File: config.mk
export PLATFORM = sky130hd
export DESIGN_NAME = spi_slave_if
export DESIGN_NICKNAME = d
export VERILOG_FILES = /design/src/rtl/spi_slave_if_pkg.sv /design/src/rtl/spi_slave_if_tx_shifter.sv /design/src/rtl/spi_slave_if.sv
export SDC_FILE = /design/constraint.sdc
export NUM_CORES = 1
export LEC_CHECK = 0
export ABC_CLOCK_PERIOD_IN_PS = 2450
export BUFFER_PORTS_ARGS = -buffer_cell sky130_fd_sc_hd__buf_2
export CORE_MARGIN = 5
export CORE_UTILIZATION = 50
export DETAILED_ROUTE_END_ITERATION = 10
export PLACE_DENSITY_LB_ADDON = 0.1
export SLEW_MARGIN = 30
export SYNTH_ARGS = -nofsm -noshare
export SYNTH_HDL_FRONTEND = slang
export SYNTH_SLANG_ARGS = --single-unit
File: constraint.sdc
create_clock -name clk -period 2.45 [get_ports clk]
set_clock_uncertainty 0.15 [all_clocks]
set_input_delay 0.49 -clock clk [delete_from_list [all_inputs] [get_ports clk]]
set_output_delay 0.49 -clock clk [all_outputs]
set_load 0.01 [all_outputs]
File: src/rtl/spi_slave_if_pkg.sv
// Shared definitions for the SPI slave front end and the RAM bench:
// FSM state encodings, command codes and default widths.
package spi_pkg;

    typedef enum logic [2:0] {
        ST_IDLE      = 3'd0,
        ST_CHK_CMD   = 3'd1,
        ST_WRITE     = 3'd2,
        ST_READ_ADD  = 3'd3,
        ST_READ_DATA = 3'd4
    } spi_state_e;

    // din[9:8] command codes as seen by the RAM
    localparam logic [1:0] WRITE_ADD  = 2'b00;
    localparam logic [1:0] WRITE_DATA = 2'b01;
    localparam logic [1:0] READ_ADD   = 2'b10;
    localparam logic [1:0] READ_DATA  = 2'b11;

    localparam int RX_W_DEF = 10;
    localparam int TX_W_DEF = 8;

endpackage

File: src/rtl/spi_slave_if_tx_shifter.sv
// Load/shift-out register for the read byte: MSB goes out on the load edge,
// the remaining bits on the following edges, then the output returns to 0.
module spi_tx_shifter
    import spi_pkg::*;
#(
    parameter int W = TX_W_DEF
) (
    input  logic         clk,
    input  logic         rst_n,
    input  logic         i_clr,
    input  logic         i_load,
    input  logic [W-1:0] i_data,
    output logic         o_bit,
    output logic         o_last
);

    localparam int CW = $clog2(W);

    logic [W-1:0]  r_sr;
    logic [CW-1:0] r_cnt;
    logic          r_busy;

    // High while the final bit is on the line; the next edge ends the byte.
    assign o_last = r_busy && (r_cnt == '0);

    always_ff @(posedge clk) begin
        if (!rst_n || i_clr) begin
            r_sr   <= '0;
            r_cnt  <= '0;
            r_busy <= 1'b0;
            o_bit  <= 1'b0;
        end else if (i_load) begin
            o_bit  <= i_data[W-1];
            r_sr   <= {i_data[W-2:0], 1'b0};
            r_cnt  <= CW'(W - 1);
            r_busy <= 1'b1;
        end else if (r_busy) begin
            if (r_cnt != '0) begin
                o_bit <= r_sr[W-1];
                r_sr  <= {r_sr[W-2:0], 1'b0};
                r_cnt <= r_cnt - 1'b1;
            end else begin
                o_bit  <= 1'b0;
                r_busy <= 1'b0;
            end
        end
    end

endmodule

File: src/rtl/spi_slave_if.sv
// SPI slave front end: deserialises SS_n-gated MOSI frames into RAM words
// and serialises the RAM's read byte back out on MISO.
module spi_slave_if
    import spi_pkg::*;
#(
    parameter int RX_W = RX_W_DEF,
    parameter int TX_W = TX_W_DEF
) (
    input  logic            clk,
    input  logic            rst_n,
    input  logic            SS_n,
    input  logic            MOSI,
    output logic            MISO,
    output logic [RX_W-1:0] rx_data,
    output logic            rx_valid,
    input  logic [TX_W-1:0] tx_data,
    input  logic            tx_valid
);

    localparam logic [3:0] LAST    = 4'(RX_W - 1);
    localparam logic [3:0] LAST_M1 = 4'(RX_W - 2);

    spi_state_e r_state;
    logic [3:0] r_cnt;
    logic       r_rd_addr_done;
    logic       r_tx_cap;
    logic       w_load;
    logic       w_last;

    // Capture only the first tx_valid after the word has been handed over.
    assign w_load = (r_state == ST_READ_DATA) && !SS_n && (r_cnt == LAST)
                    && !r_tx_cap && tx_valid;

    spi_tx_shifter #(.W(TX_W)) u_tx (
        .clk    (clk),
        .rst_n  (rst_n),
        .i_clr  (SS_n),
        .i_load (w_load),
        .i_data (tx_data),
        .o_bit  (MISO),
        .o_last (w_last)
    );

    always_ff @(posedge clk) begin
        if (!rst_n) begin
            r_state        <= ST_IDLE;
            r_cnt          <= '0;
            r_rd_addr_done <= 1'b0;
            r_tx_cap       <= 1'b0;
            rx_data        <= '0;
            rx_valid       <= 1'b0;
        end else begin
            rx_valid <= 1'b0;
            if (SS_n) begin
                // Abort wins over everything, including a 10th bit on this edge.
                r_state  <= ST_IDLE;
                r_cnt    <= '0;
                r_tx_cap <= 1'b0;
            end else begin
                case (r_state)
                    ST_IDLE: r_state <= ST_CHK_CMD;
                    ST_CHK_CMD: begin
                        rx_data[RX_W-1] <= MOSI;
                        r_cnt           <= '0;
                        r_tx_cap        <= 1'b0;
                        if (!MOSI)
                            r_state <= ST_WRITE;
                        else if (r_rd_addr_done)
                            r_state <= ST_READ_DATA;
                        else
                            r_state <= ST_READ_ADD;
                    end
                    default: begin
                        if (r_cnt != LAST) begin
                            rx_data[RX_W-2:0] <= {rx_data[RX_W-3:0], MOSI};
                            r_cnt             <= r_cnt + 4'd1;
                            if (r_cnt == LAST_M1) begin
                                rx_valid <= 1'b1;
                                if (r_state == ST_READ_ADD)
                                    r_rd_addr_done <= 1'b1;
                            end
                        end
                        if (w_load)
                            r_tx_cap <= 1'b1;
                        if (w_last)
                            r_rd_addr_done <= 1'b0;
                    end
                endcase
            end
        end
    end

endmodule

### After elaboration in Yosys (flattened, before gate mapping)

Index checks and enable logic that the tools add are counted.

* logic and storage cells: 77
* bits in registers: 32
* output and inout bits: 12

* bitwise logic cells: 5
* reduce and logical (&&, ||, !) cells: 29
* add/subtract/negate cells: 2
* equal/unequal tests: 6
* mux-type cells: 24

Operator list (count)
* $mux 8: 3
* $reduce_bool 2->1: 8
* $mux 3: 5
* $mux 1: 12
* $eq 4x4->1 const B: 2
* $pmux 4 s2: 1
* $reduce_and 2->1: 4
* $logic_not 3->1: 2
* $pmux 3 s2: 1
* $logic_and 1x1->1: 5
* $not 1->1: 5
* $reduce_and 5->1: 1
* $reduce_or 5->1: 1
* $add 4x1->4 const B: 1
* $mux 4: 1
* $ne 4x4->1 const B: 1
* $reduce_or 2->1: 2
* $eq 3x1->1 const B: 1
* $eq 3x2->1 const B: 1
* $eq 3x3->1 const B: 1
* $logic_not 1->1: 3
* $reduce_and 3->1: 1
* $reduce_bool 3->1: 1
* $sub 3x1->3 const B: 1
* 2 further kinds: 2

### Longest topological paths before layout

Gate-level depths: netlist of run 1.

* depth after elaboration: 7
* gate-level depth with buffers: 8
* depth with buffers taken out: 6

### Hierarchy

From an unflattened synthesis of run 1, not the netlist that was laid out.

* cells, all modules: 176
* area, all modules: 1629.1 sq um

By module, submodules not included
* spi_slave_if: cells each 107, seq. area each 400.4 sq um, instances 1, area each 999.7 sq um
* spi_tx_shifter: cells each 69, seq. area each 240.2 sq um, instances 1, area each 629.4 sq um

### Least setup slack after synthesis of run 1

No wires, ideal clock.

* path kind: register to register
* start: register r_cnt[1]
* end: register rx_data[0]
* slack: 0.756 ns
* arrival time: 1.428 ns
* cell stages (with the launch flop): 9
* cells stage by stage: dfxtp_1 inv_1 ha_1 and3b_1 buf_6 nor3_4 buf_6 mux2i_1 nor2b_1

* word-level cells in the longest chain between the ends: 2

RTL lines
* start: declaration: line spi_slave_if.sv:24 `logic [3:0] r_cnt;`
* start signal: assignment: line spi_slave_if.sv:76 `r_cnt <= r_cnt + 4'd1;`
* $ne 4x4->1: line spi_slave_if.sv:74 `if (r_cnt != LAST) begin`
* $reduce_and 3->1 (no line)
* end signal: indexed assignment: line spi_slave_if.sv:75 `rx_data[RX_W-2:0] <= {rx_data[RX_W-3:0], MOSI};`
* end: declaration: line spi_slave_if.sv:14 `output logic [RX_W-1:0] rx_data,`

No other way between the ends.
A chain may end at the register's enable or synchronous reset.

### Worst setup path in the final report of run 1

* start: register r_cnt[1]
* end: register rx_data[1]

The elaborated chain is that of the path after synthesis.

==> results of run 1 <==
-- cell usage in the layout (no fill, tap or decap), drive strengths merged --
cell type / instances
nand3b: 1
clkinvlp: 1
nand4: 1
nand3: 2
o41ai: 1
nand2: 8
buf: 25
nor3: 3
mux2i: 15
xnor2: 2
nand4b: 1
or2: 2
or3b: 1
a211oi: 7
nor4bb: 1
clkbuf: 7
dfxtp: 32
nand2b: 3
a31oi: 3
a21oi: 11
nor4: 1
inv: 6
nor4b: 1
and3: 1
or3: 1
o21ai: 4
nor2b: 10
a21boi: 1
and3b: 1
nor2: 16
ha: 5
nor3b: 2
-- kinds of logic (layout without fill, tap and decap cells) --
family	count (synthesis)	after routing	share of synthesized area, %
xor gates and xnor gates	2	2	1.23
DFF	32	32	44.9
muxes	15	15	10.5
buffers and inverters	15	39	5.61
adders and majority gates	5	5	4.39
AOI/OAI and AO/OA	27	27	11.4
and+or+nand+nor	56	56	21.9
-- routing by layer --
| layer | GRT usage, % | share of wire, % | up-vias | wire length (um) |
|---|---|---|---|---|
| li1 | - | - | 573 | - |
| met2 | 24.0 | 46 | 18 | 1240 |
| met1 | 17.3 | 46 | 505 | 1240 |
| met3 | 5.68 | 5.2 | 7 | 139 |
| met5 | 0 | 0 | - | 0 |
| met4 | 7.01 | 2.2 | 0 | 60 |
-- report_power, final --
group | internal, mW | leakage, nW | switching (mW)
registers | 0.523 | 0.258 | 0.00271
clock network | 0.140 | 0.0315 | 0.185
logic | 0.0180 | 0.344 | 0.0227
-- sequential cells by signal, summed over array words and instances, names as in the netlist --
signal          cells
r_cnt               4
r_rd_addr_done      1
r_state             3
r_tx_cap            1
rx_data            10
rx_valid            1
u_tx.o_bit          1
u_tx.r_busy         1
u_tx.r_cnt          3
u_tx.r_sr           7
-- path summary, 6_finish.rpt --
kind                         startpoint                   endpoint  slack, ns  cells after the start
setup / recovery  r_cnt[1]$_SDFFE_PP0P_    rx_data[1]$_SDFFE_PN0P_       0.46                      6
hold / removal               tx_data[0]  u_tx.r_sr[1]$_SDFFE_PP0P_       0.24                      3
setup reg to reg  r_cnt[1]$_SDFFE_PP0P_    rx_data[1]$_SDFFE_PN0P_       0.46                      6
hold reg to reg   r_tx_cap$_SDFFE_PP0P_      r_tx_cap$_SDFFE_PP0P_       0.32                      2
-- worst min-delay path: cells and delay by family --
kind,cells,cell delay (ns)
AOI/OAI and AO/OA,1,0.06
and+or+nand+nor,1,0.04
buffers and inverters,1,0.10
-- layout make-up --
cell class	count	area, sq um	share of cell area [%]
Multi-Input combinational cell	105	706	44.2
Tap cell	31	38.8	2.43
Clock inverter	1	7.51	0.470
Timing Repair Buffer	25	128	7.99
Sequential cell	32	641	40.1
Clock buffer	7	55.1	3.45
Inverter	6	22.5	1.41
==> results, run 1 <==
- The run finished with clean final reports.
- The critical path capture point type is a register.
- Broken down by cell family, the worst path's largest delay share belongs to simple AND/OR/NAND/NOR gates.
- The wire length of the first global-routing pass is 4.75 mm.
- Headroom to the max-slew limit came out at 51.9%.
- Clock tree synthesis found a total of 32 sinks.
- The final RePlAce weighted congestion is 0.829.
- Pin placement for this block handled 25 I/O pins.
- By count the netlist is led by sky130_fd_sc_hd__dfxtp_1 (32), sky130_fd_sc_hd__nor2_1 (16), sky130_fd_sc_hd__mux2i_1 (15), sky130_fd_sc_hd__a21oi_1 (11), sky130_fd_sc_hd__nor2b_1 (10).
- The share of layout cells above drive strength 1 is 20.5%.
- The routed wire length per instance is 13.0 um.
- The floorplan step set the die width to 63.4 um.
- Global routing finished with a remaining overflow of 0.
- The site row count is 19.
- The filler cells instantiated in the layout total 265.
- Adding up every negative setup slack in the final design gives 0 ns.
- The first detailed-routing pass ran for 4 iterations.
- In this run the biggest area consumer among cell types represents 44.9% of the synthesized area.
- Measured on the finished design, the core utilization comes to 58.4%.
- Gates resized during post-CTS repair numbered 0.
- Among all flip-flop cells after synthesis, the most frequent one is sky130_fd_sc_hd__dfxtp_1.
- The sum of buffers and inverters on the critical path is 1.
- The number of unique standard cell types used by synthesis is 34.
- Dividing total power by cell area gives a power density of 558 nW/um^2.
- The synthesized design contains 32 register bits.
- The maximum clock path buffer count is 2.
- In this run the worst hold path is classified as in -> reg.
- Data on the critical path is required at its endpoint by 2.54 ns.
- The upper clock frequency limit is 503 MHz.
- The pre-CTS worst setup slack is 0.466 ns.
- Counting tap cells, the placed design contains a total of 199 instances.
- Across all setup checks in the final design, the least slack found is 0.463 ns.
- In this run the clock root is driven by a sky130_fd_sc_hd__clkbuf_4.
- The classification of the worst setup path is reg -> reg.
- The routed design could run at a clock period as short as 1.99 ns.
- The mean instance size in the synthesized netlist is 9.38 sq um.
- The cell with the most instances after synthesis is sky130_fd_sc_hd__dfxtp_1.
- Setup violations remaining at the end of the flow were counted as 0.
- For this run, the register share of the synthesized area comes to 44.9%.
- The synthesized area is 1430 sq um.
- The number of setup buffers added after CTS is 0.
- The detailed placer's ending HPWL is 1.94 mm.
- In the routed design, unresolved DRC markers number 0.
- The initial antenna violation count is 0.
- The starting density of the core is 52.2%.
- The number of nets handed over by synthesis was 170.
- During synthesis, Yosys emitted a total of 0 warnings.
- The transition at the pin with the smallest max-transition slack is 0.719 ns.
- The library cell contributing the largest single delay on the critical path is sky130_fd_sc_hd__nor3_4.
- The TritonCTS buffer count is 5.
- The total number of vias is 1,103.
- The largest stage delay on the critical path is 0.53 ns.
- The total cell area at the placement stage is 1540 sq um.
- The leakage dissipation is 0.634 nW.
- Walking the worst path, the cells encountered are inv_1 > ha_1 > and3b_1 > nor3_4 > mux2i_1 > nor2b_1.
- The async set-or-reset flop fraction in the synthesized netlist is 0%.
- The clock tree from TritonCTS is done.
- The H-tree was split into 2 levels.
- After the first detailed-routing iteration, the DRC count stood at 37.
- The number of slew-limit violations in the final report was 0.
- Global routing used 14.9% of the available tracks across all layers.
- The number of nets in the layout is 193.
- The area of all placed cells without fillers is 1600 sq um.
- The die outline area is 4020 sq um.
- The final routed wirelength across all metal layers is 2.69 mm.
- Buffers placed on the I/O ports in this run total 24.
- By area the synthesized netlist is led by sky130_fd_sc_hd__dfxtp_1 (45%), sky130_fd_sc_hd__mux2i_1 (11%), sky130_fd_sc_hd__ha_1 (4.4%).
- The count of flip-flops with a built-in enable after synthesis is 0.
- The clock transition at the registers of the reported paths is 0.10 ns.
- The number of global-route vias before repair is 1,081.
- The post-layout total power is 0.891 mW.
- The biggest area contributor in the post-synthesis netlist is sky130_fd_sc_hd__dfxtp_1.
- The category of the worst setup path launch point is a register.
- Setup repair after global routing left no endpoint under its margin.
- Measured along the y axis, the die boundary spans 63.4 um.
- Using the TritonRoute via totals, the vias-per-cell ratio works out to 5.33.
- Across all hold checks on the routed design, the worst slack comes to 0.236 ns.
- The number of buffers added to fix hold violations after cts is 0.
- 0 antenna diodes ended up in the layout.
- The count of nets left with antenna violations after detail routing is 0.
- The final hold violation count is 0.
- Dividing the final minimum period by the clock period gives 81.1%.
- The clock latency reported for the late side of the worst-skew pair is 0.34 ns.
- From synthesis to final layout, the design area changed by 12.0%.
- After the flow finishes, the layout carries non-filler instances totaling 207.
- The worst-case IR drop observed on VDD is 0.000435 V.
- Entering global routing, the biggest net connects 22 pins.
- Max-cap violations in this run came to 0.
- The post-synthesis instance total is 152.
- The placeable core region is 2730 sq um.
- The highest fanout seen on the critical path is 10.
- The critical path data arrival time is 2.08 ns.
Power figures use the tool's default switching activity.
==> inputs of run 2 (changes only) <==
--- a/config.mk
+++ b/config.mk
@@ -5,10 +5,10 @@
 export SDC_FILE = /design/constraint.sdc
 export NUM_CORES = 1
 export LEC_CHECK = 0
-export ABC_CLOCK_PERIOD_IN_PS = 2450
+export ABC_CLOCK_PERIOD_IN_PS = 1800
 export BUFFER_PORTS_ARGS = -buffer_cell sky130_fd_sc_hd__buf_2
 export CORE_MARGIN = 5
-export CORE_UTILIZATION = 50
+export CORE_UTILIZATION = 49
 export DETAILED_ROUTE_END_ITERATION = 10
 export PLACE_DENSITY_LB_ADDON = 0.1
 export SLEW_MARGIN = 30
==> constraint.sdc (replaced) <==
create_clock -name clk -period 1.8 [get_ports clk]
set_clock_uncertainty 0.15 [all_clocks]
set_input_delay 0.36 -clock clk [delete_from_list [all_inputs] [get_ports clk]]
set_output_delay 0.36 -clock clk [all_outputs]
set_load 0.01 [all_outputs]
==> run 2 against run 1 <==
Net effect:
- die area increased by 1.7%
- global-route usage down 0.11 points
- sequential share of layout area decreased by 5.1 points
- total power is 29% higher
- non-clock buffer count rose by 14
- hold slack got worse by 0.11 ns
- first-iteration DRC count fell by 35%
- register-to-register slack got worse by 0.45 ns
- combinational power increased by 63%
- utilization up 7.6 points
- clock power increased by 14%
- sequential cell count stayed put
==> results, run 2 (synthesis gave the netlist of run 1 again) <==
- The region available for standard cell placement spans 2780 sq um.
- The number of nets in the layout is 207.
- Using the TritonRoute via totals, the vias-per-cell ratio works out to 5.33.
- The global-route usage over all layers is 14.8%.
- The gate family responsible for the most delay along the worst path is simple AND/OR/NAND/NOR gates.
- In the final routed layout, each cell accounts on average for 14.0 um.
- The clock tree from TritonCTS is done.
- Hold repair after CTS inserted 0 buffers.
- The highest fanout seen on the critical path is 5.
- The total number of vias is 1,172.
- The critical path data arrival time is 1.86 ns.
- The maximum clock path buffer count is 2.
- The worst setup path is captured at a register.
- Counting tap cells, the placed design contains a total of 205 instances.
- The layout has 234 filler cells.
- Max-cap violations in this run came to 0.
- For this design, the slowest cell found on the critical path is sky130_fd_sc_hd__dfxtp_2.
- Entering global routing, the biggest net connects 22 pins.
- The initial antenna violation count is 0.
- The headroom to the max-slew limit is 71.3%.
- The final layout contains routed wiring with a total length of 3.07 mm.
- The slack of the critical path is 0.0116 ns.
- The placed instances occupy a cell area of 1620 sq um.
- The power per standard cell area is 627 nW/um^2.
- The register with the most flip-flops in the layout has 10 of them.
- The first-pass detailed-route iteration total is 4.
- The most flop-heavy register is rx_data.
- The launch point of the critical path is r_cnt[1]$_SDFFE_PP0P_.
- The largest registers in the layout are rx_data: 10 flops, u_tx.r_sr: 7 flops, r_cnt: 4 flops.
- The detailed placer's ending HPWL is 1.97 mm.
- The final critical path time including I/O delays and setup is 1.79 ns.
- The area added between synthesis and finish is 28.8%.
- The area of all placed cells without fillers is 1840 sq um.
- Prior to clock tree synthesis, the placed netlist has a worst setup slack of 0.0343 ns.
- The total stage count of the critical path is 7.
- The initial utilization of the core area, before any placement, comes to 51.3%.
- The final non-filler cell total is 220.
- The flow ran to the end, and the final reports show no timing, DRC or antenna violations.
- The number of DRC markers in iteration 0 is 24.
- The library cells used most frequently in the layout, excluding fill and tap cells, are sky130_fd_sc_hd__dfxtp_1 (31), sky130_fd_sc_hd__buf_2 (24), sky130_fd_sc_hd__nor2_1 (16), sky130_fd_sc_hd__mux2i_1 (13), sky130_fd_sc_hd__a21oi_1 (11).
- The clock latency reported for the late side of the worst-skew pair is 0.32 ns.
- The depth of the worst register-to-register path is 7.
- The required time of the critical path is 1.87 ns.
- The most common cell after layout, fill and taps aside is sky130_fd_sc_hd__dfxtp_1.
- Following the worst setup path forward leads to its endpoint at rx_data[4]$_SDFFE_PN0P_.
- The number of clock buffers added by TritonCTS is 5.
- The die outline area is 4090 sq um.
- After layout, the worst path uses 99.4% of the clock period.
- Input and output buffers added on the ports amount to 24.
- The share of layout cells above drive strength 1 is 32.3%.
- The classification of the worst setup path is reg -> reg.
- The count of nets left with antenna violations after detail routing is 0.
- In this run the static leakage power is 0.749 nW.
- The site row count is 19.
- The repair_antennas step left the layout with diodes totalling 0.
- STA classifies the critical path startpoint as a register.
- The sum of buffers and inverters on the critical path is 2.
- The width of the die is 64.0 um.
- The first global-routing pass estimated 4.72 mm of wire.
- Traced cell by cell, the critical path runs through inv_2 > ha_4 > and3b_2 > nor3_4 > clkbuf_16 > mux2i_1 > nor2b_1.
- The number of slew-limit violations in the final report is 0.
- The vertical extent of the die is 64.0 um.
- In the final timing run, aggregate negative setup slack is 0 ns.
- In this run the register-to-register setup slack is 0.01 ns.
- After detailed routing, the number of remaining DRC violations is 0.
- Setup repair after global routing could not meet its margin everywhere.
- The number of global-route vias before repair was 1,060.
- At the pin with the least slew margin, the transition time is 0.429 ns.
- The total number of H-tree levels is 2.
- The upper clock frequency limit is 559 MHz.
- The startpoint of the lowest-slack register-to-register path is r_cnt[1]$_SDFFE_PP0P_.
- Clock-pin slew was measured on the worst setup and hold paths at 0.09 ns.
- Setup violations remaining at the end of the flow were counted as 0.
- The largest stage delay on the critical path is 0.35 ns.
- In this run the critical register-to-register path is captured at rx_data[4]$_SDFFE_PN0P_.
- The min-delay analysis places its worst path in the category in -> reg.
- Counting every sink on the clock net gives 32.
- 25 I/O pins were placed.
- At the end of routability-driven placement, the weighted congestion stood at 0.825.
- The total congestion overflow after global routing is 0.
- Across the VDD grid, the largest voltage drop is 0.000502 V.
- CTS placed an instance of sky130_fd_sc_hd__clkbuf_4 at the clock tree root.
- The final hold violation count came to 0.
## run 2: changes by cell type in the layout (fill, tap and decap cells not counted), moves of 2 or more
cell | before | now
sky130_fd_sc_hd__mux2i_1 | 15 | 13
sky130_fd_sc_hd__a211oi_1 | 7 | 1
sky130_fd_sc_hd__buf_12 | 0 | 3
sky130_fd_sc_hd__buf_4 | 1 | 7
sky130_fd_sc_hd__mux2i_2 | 0 | 2
sky130_fd_sc_hd__buf_6 | 0 | 2
sky130_fd_sc_hd__a211oi_2 | 0 | 6
sky130_fd_sc_hd__clkbuf_16 | 0 | 3
## run 2: worst min-delay path by stage
stage,cells past startpoint,slack [ns],endpoint,startpoint
after global routing,3,0.12,u_tx.r_sr[1]$_SDFFE_PP0P_,tx_data[0]
after global placement,2,0.29,r_tx_cap$_SDFFE_PP0P_,r_tx_cap$_SDFFE_PP0P_
after detailed placement,2,0.30,r_tx_cap$_SDFFE_PP0P_,r_tx_cap$_SDFFE_PP0P_
after CTS,3,0.11,u_tx.r_sr[1]$_SDFFE_PP0P_,tx_data[0]
final,3,0.13,u_tx.r_sr[1]$_SDFFE_PP0P_,tx_data[0]
after floorplan,2,0.27,r_tx_cap$_SDFFE_PP0P_,r_tx_cap$_SDFFE_PP0P_
## run 2: final cells by class
cell class,count,area (sq um),area share [%]
clock inverters,1,5.00,0.272
inverters,6,22.5,1.23
multi-input cells,105,757,41.2
clock buffers,6,41.3,2.25
flip-flops and latches,32,642,34.9
repair buffers,39,330,18.0
well taps,31,38.8,2.11
## run 2: power breakdown
part	internal, mW	leakage, nW	switching (mW)
sequential	0.711	0.259	0.00409
combinational	0.0317	0.462	0.0346
clock	0.144	0.0281	0.227
total	0.886	0.749	0.266
## run 2: worst reg2reg max path: stages (launching register included)
cell	delay, ns
sky130_fd_sc_hd__dfxtp_2	0.35
sky130_fd_sc_hd__inv_2	0.05
sky130_fd_sc_hd__ha_4	0.15
sky130_fd_sc_hd__and3b_2	0.25
sky130_fd_sc_hd__nor3_4	0.28
sky130_fd_sc_hd__clkbuf_16	0.20
sky130_fd_sc_hd__mux2i_1	0.20
sky130_fd_sc_hd__nor2b_1	0.07
## run 2: timing repair
action / CTS / global route
setup buffers: 0 / 4
endpoints found under the hold margin: 0 / 0
setup endpoints to repair: 0 / 18
resized for setup: 0 / 14
## run 2: metrics by stage
step / utilization [%] / power [mW] / hold slack (ns)
global route: 66.0 / 1.22 / 0.121
CTS: 59.8 / 1.17 / 0.111
floorplan: - / 0.765 / 0.275
global placement: 58.2 / 0.792 / 0.290
detailed placement: 58.2 / 0.793 / 0.302
finish: 66.0 / 1.15 / 0.129
## run 2: layer usage
metal	GRT usage, %	share of wire, %	vias up
met3	5.95	4.8	7
met4	7.01	1.7	0
met2	23.6	49	21
met5	0	0	-
li1	-	-	598
met1	17.2	45	546
==> inputs of run 3 (changes only) <==
--- a/config.mk
+++ b/config.mk
@@ -10,7 +10,7 @@
 export CORE_MARGIN = 5
 export CORE_UTILIZATION = 49
 export DETAILED_ROUTE_END_ITERATION = 10
-export PLACE_DENSITY_LB_ADDON = 0.1
+export PLACE_DENSITY = 0.71
 export SLEW_MARGIN = 30
 export SYNTH_ARGS = -nofsm -noshare
 export SYNTH_HDL_FRONTEND = slang
==> run 3 against run 2 <==
Net effect:
- sequential power is essentially flat
- cell count shrank 2.7%
- critical endpoint is now rx_data[0]$_SDFFE_PN0P_
- largest cell class unchanged
- clock-buffer cell count fell by 1
- hold slack better by 0.012 ns
- clock power shrank 10%
- die area did not move
- critical path depth is the same
- utilization is 4.5 points lower
==> results, run 3 (synthesis gave the netlist of run 1 again) <==
- The area of all placed cells without fillers is 1710 sq um.
- The final routed wirelength across all metal layers is 2.81 mm.
- TritonCTS built the clock tree.
- Summed over all layers, the global routing overflow is 0.
- At the end of the flow, the number of nets in the layout was 203.
- The tool flagged a number of max-cap violations equal to 0.
- The classification of the worst setup path is reg -> reg.
- The final hold violation count is 0.
- Based on the critical path, the design can be clocked at up to 560 MHz.
- The clock latency reported for the late side of the worst-skew pair is 0.31 ns.
- The number of slew-limit violations in the final report is 0.
- The total number of vias is 1,130.
- The TritonCTS buffer count is 5.
- The congestion estimate from routability-driven global placement came to 0.789.
- The first-pass detailed-route iteration total is 4.
- The category of the worst setup path launch point is a register.
- The number of buffers added to fix hold violations after cts is 0.
- The maximum clock path buffer count is 2.
- Cells with a size suffix above 1 make up 27.3% of the layout.
- The headroom to the max-slew limit is 58.7%.
- The initial utilization of the core area, before any placement, comes to 51.3%.
- The count of nets left with antenna violations after detail routing is 0.
- The clock transition at the registers of the reported paths is 0.08 ns.
- The slack of the critical path is 0.0141 ns.
- The utilization of the core after routing is 61.6%.
- Port buffering added 24 buffers.
- After the flow finishes, the layout carries non-filler instances totaling 214.
- The cell at the root of the clock tree is sky130_fd_sc_hd__clkbuf_4.
- The most common cell after layout, fill and taps aside is sky130_fd_sc_hd__dfxtp_1.
- The die covers 4090 sq um.
- The number of global-route vias before repair is 1,124.
- The required time of the critical path is 1.86 ns.
- Detailed placement finished with a half-perimeter wire length of 2.03 mm.
- Setup repair after global routing could not meet its margin everywhere.
- The vertical extent of the die is 64.0 um.
- The register with the most flip-flops in the layout has 10 of them.
- The final routed DRC violation total is 0.
- The placeable core region is 2780 sq um.
- The via density per instance is 5.28.
- The diode insertion count for antenna repair is 0.
- For this design the ratio of total power to cell area is 648 nW/um^2.
- The wire length of the first global-routing pass is 4.78 mm.
- The pre-CTS worst setup slack is 0.0449 ns.
- In the finished design, the share of the clock period the worst path needs comes to 99.2%.
- The leakage dissipation is 0.692 nW.
- The largest registers in the layout are rx_data: 10 flops, u_tx.r_sr: 7 flops, r_cnt: 4 flops.
- The number of primary I/O pins is 25.
- The area added between synthesis and finish is 20.1%.
- The class of the tightest hold or removal check is in -> reg.
- The clock tree synthesis step divided the H-tree into 2 levels.
- STA classifies the critical path endpoint as a register.
- In this run the core area contains 19 standard-cell rows.
- Entering global routing, the biggest net connects 22 pins.
- After the first detailed-routing iteration, the DRC count stood at 37.
- The total cell area at the placement stage is 1600 sq um.
- The die is 64.0 um wide.
- On the final layout, the worst hold slack is 0.141 ns.
- The initial antenna violation count was 0.
- In this run the worst path has a maximum fanout of 5.
- In the layout the commonest cells are sky130_fd_sc_hd__dfxtp_1 (31), sky130_fd_sc_hd__buf_2 (24), sky130_fd_sc_hd__nor2_1 (16), sky130_fd_sc_hd__mux2i_1 (13), sky130_fd_sc_hd__a21oi_1 (11).
- The number of clock sinks is 32.
- The routed wire length per instance is 13.1 um.
- The final critical path time including I/O delays and setup is 1.79 ns.
- For the pin with the worst max-slew slack, the measured transition is 0.619 ns.
- For the worst setup path, the data arrival time is 1.85 ns.
- Setup violations remaining at the end of the flow were counted as 0.
- VDD sags by at most 0.000514 V.
- The placed cell count is 204.
- The most flop-heavy register is rx_data.
- Across every metal layer, demand over resource in global routing totals 14.3%.
- The run finished with clean final reports.
==> run 3: cell count changes in the layout (fill, tap and decap cells not counted), sizes merged <==
| cell | before | now |
|---|---|---|
| clkbuf | 9 | 6 |
| buf | 36 | 34 |
| clkinv | 1 | 0 |
==> run 3: path summary, 6_finish.rpt <==
kind / from / end / slack [ns] / depth (start not counted)
max: r_cnt[1]$_SDFFE_PP0P_ / rx_data[0]$_SDFFE_PN0P_ / 0.01 / 7
min: tx_data[0] / u_tx.r_sr[1]$_SDFFE_PP0P_ / 0.14 / 3
max reg2reg: r_cnt[1]$_SDFFE_PP0P_ / rx_data[0]$_SDFFE_PN0P_ / 0.01 / 7
min reg2reg: r_tx_cap$_SDFFE_PP0P_ / r_tx_cap$_SDFFE_PP0P_ / 0.30 / 2
==> run 3: repair_timing <==
item                                    CTS  global route
endpoints found under the setup margin    0            17
buffers inserted                          0             4
resized for setup                         0             7
hold endpoints to repair                  0             0
==> run 3: per-layer routing <==
metal	track usage [%]	wire [um]	up-vias
li1	-	-	588
met1	17.1	1230	514
met2	23.4	1420	23
met3	4.90	125	5
met4	5.45	36	0
met5	0	0	-
==> run 3: cell type report <==
class	instances	area [sq um]
Clock buffer	5	37.5
Fill cell	244	1070
Inverter	6	22.5
Multi-Input combinational cell	105	727
Sequential cell	32	642
Tap cell	31	38.8
Timing Repair Buffer	35	245
==> run 3: stage by stage <==
stage	total power [mW]	setup TNS (ns)
floorplan	0.765	0
global placement	0.790	0
detailed placement	0.791	0
CTS	1.13	0
global route	1.17	-0.382
finish	1.11	0
==> run 3: power by group <==
group	internal, mW	switching [mW]	total (mW)
sequential	0.711	0.00385	0.715
clock	0.130	0.202	0.332
combinational	0.0301	0.0331	0.0632
==> run 3: critical path: stages, from the launching register on <==
cell and delay [ns]:
sky130_fd_sc_hd__dfxtp_2 0.34, sky130_fd_sc_hd__inv_2 0.05, sky130_fd_sc_hd__ha_4 0.15, sky130_fd_sc_hd__and3b_2 0.26
sky130_fd_sc_hd__nor3_4 0.30, sky130_fd_sc_hd__clkbuf_16 0.21, sky130_fd_sc_hd__mux2i_1 0.19, sky130_fd_sc_hd__nor2b_1 0.06
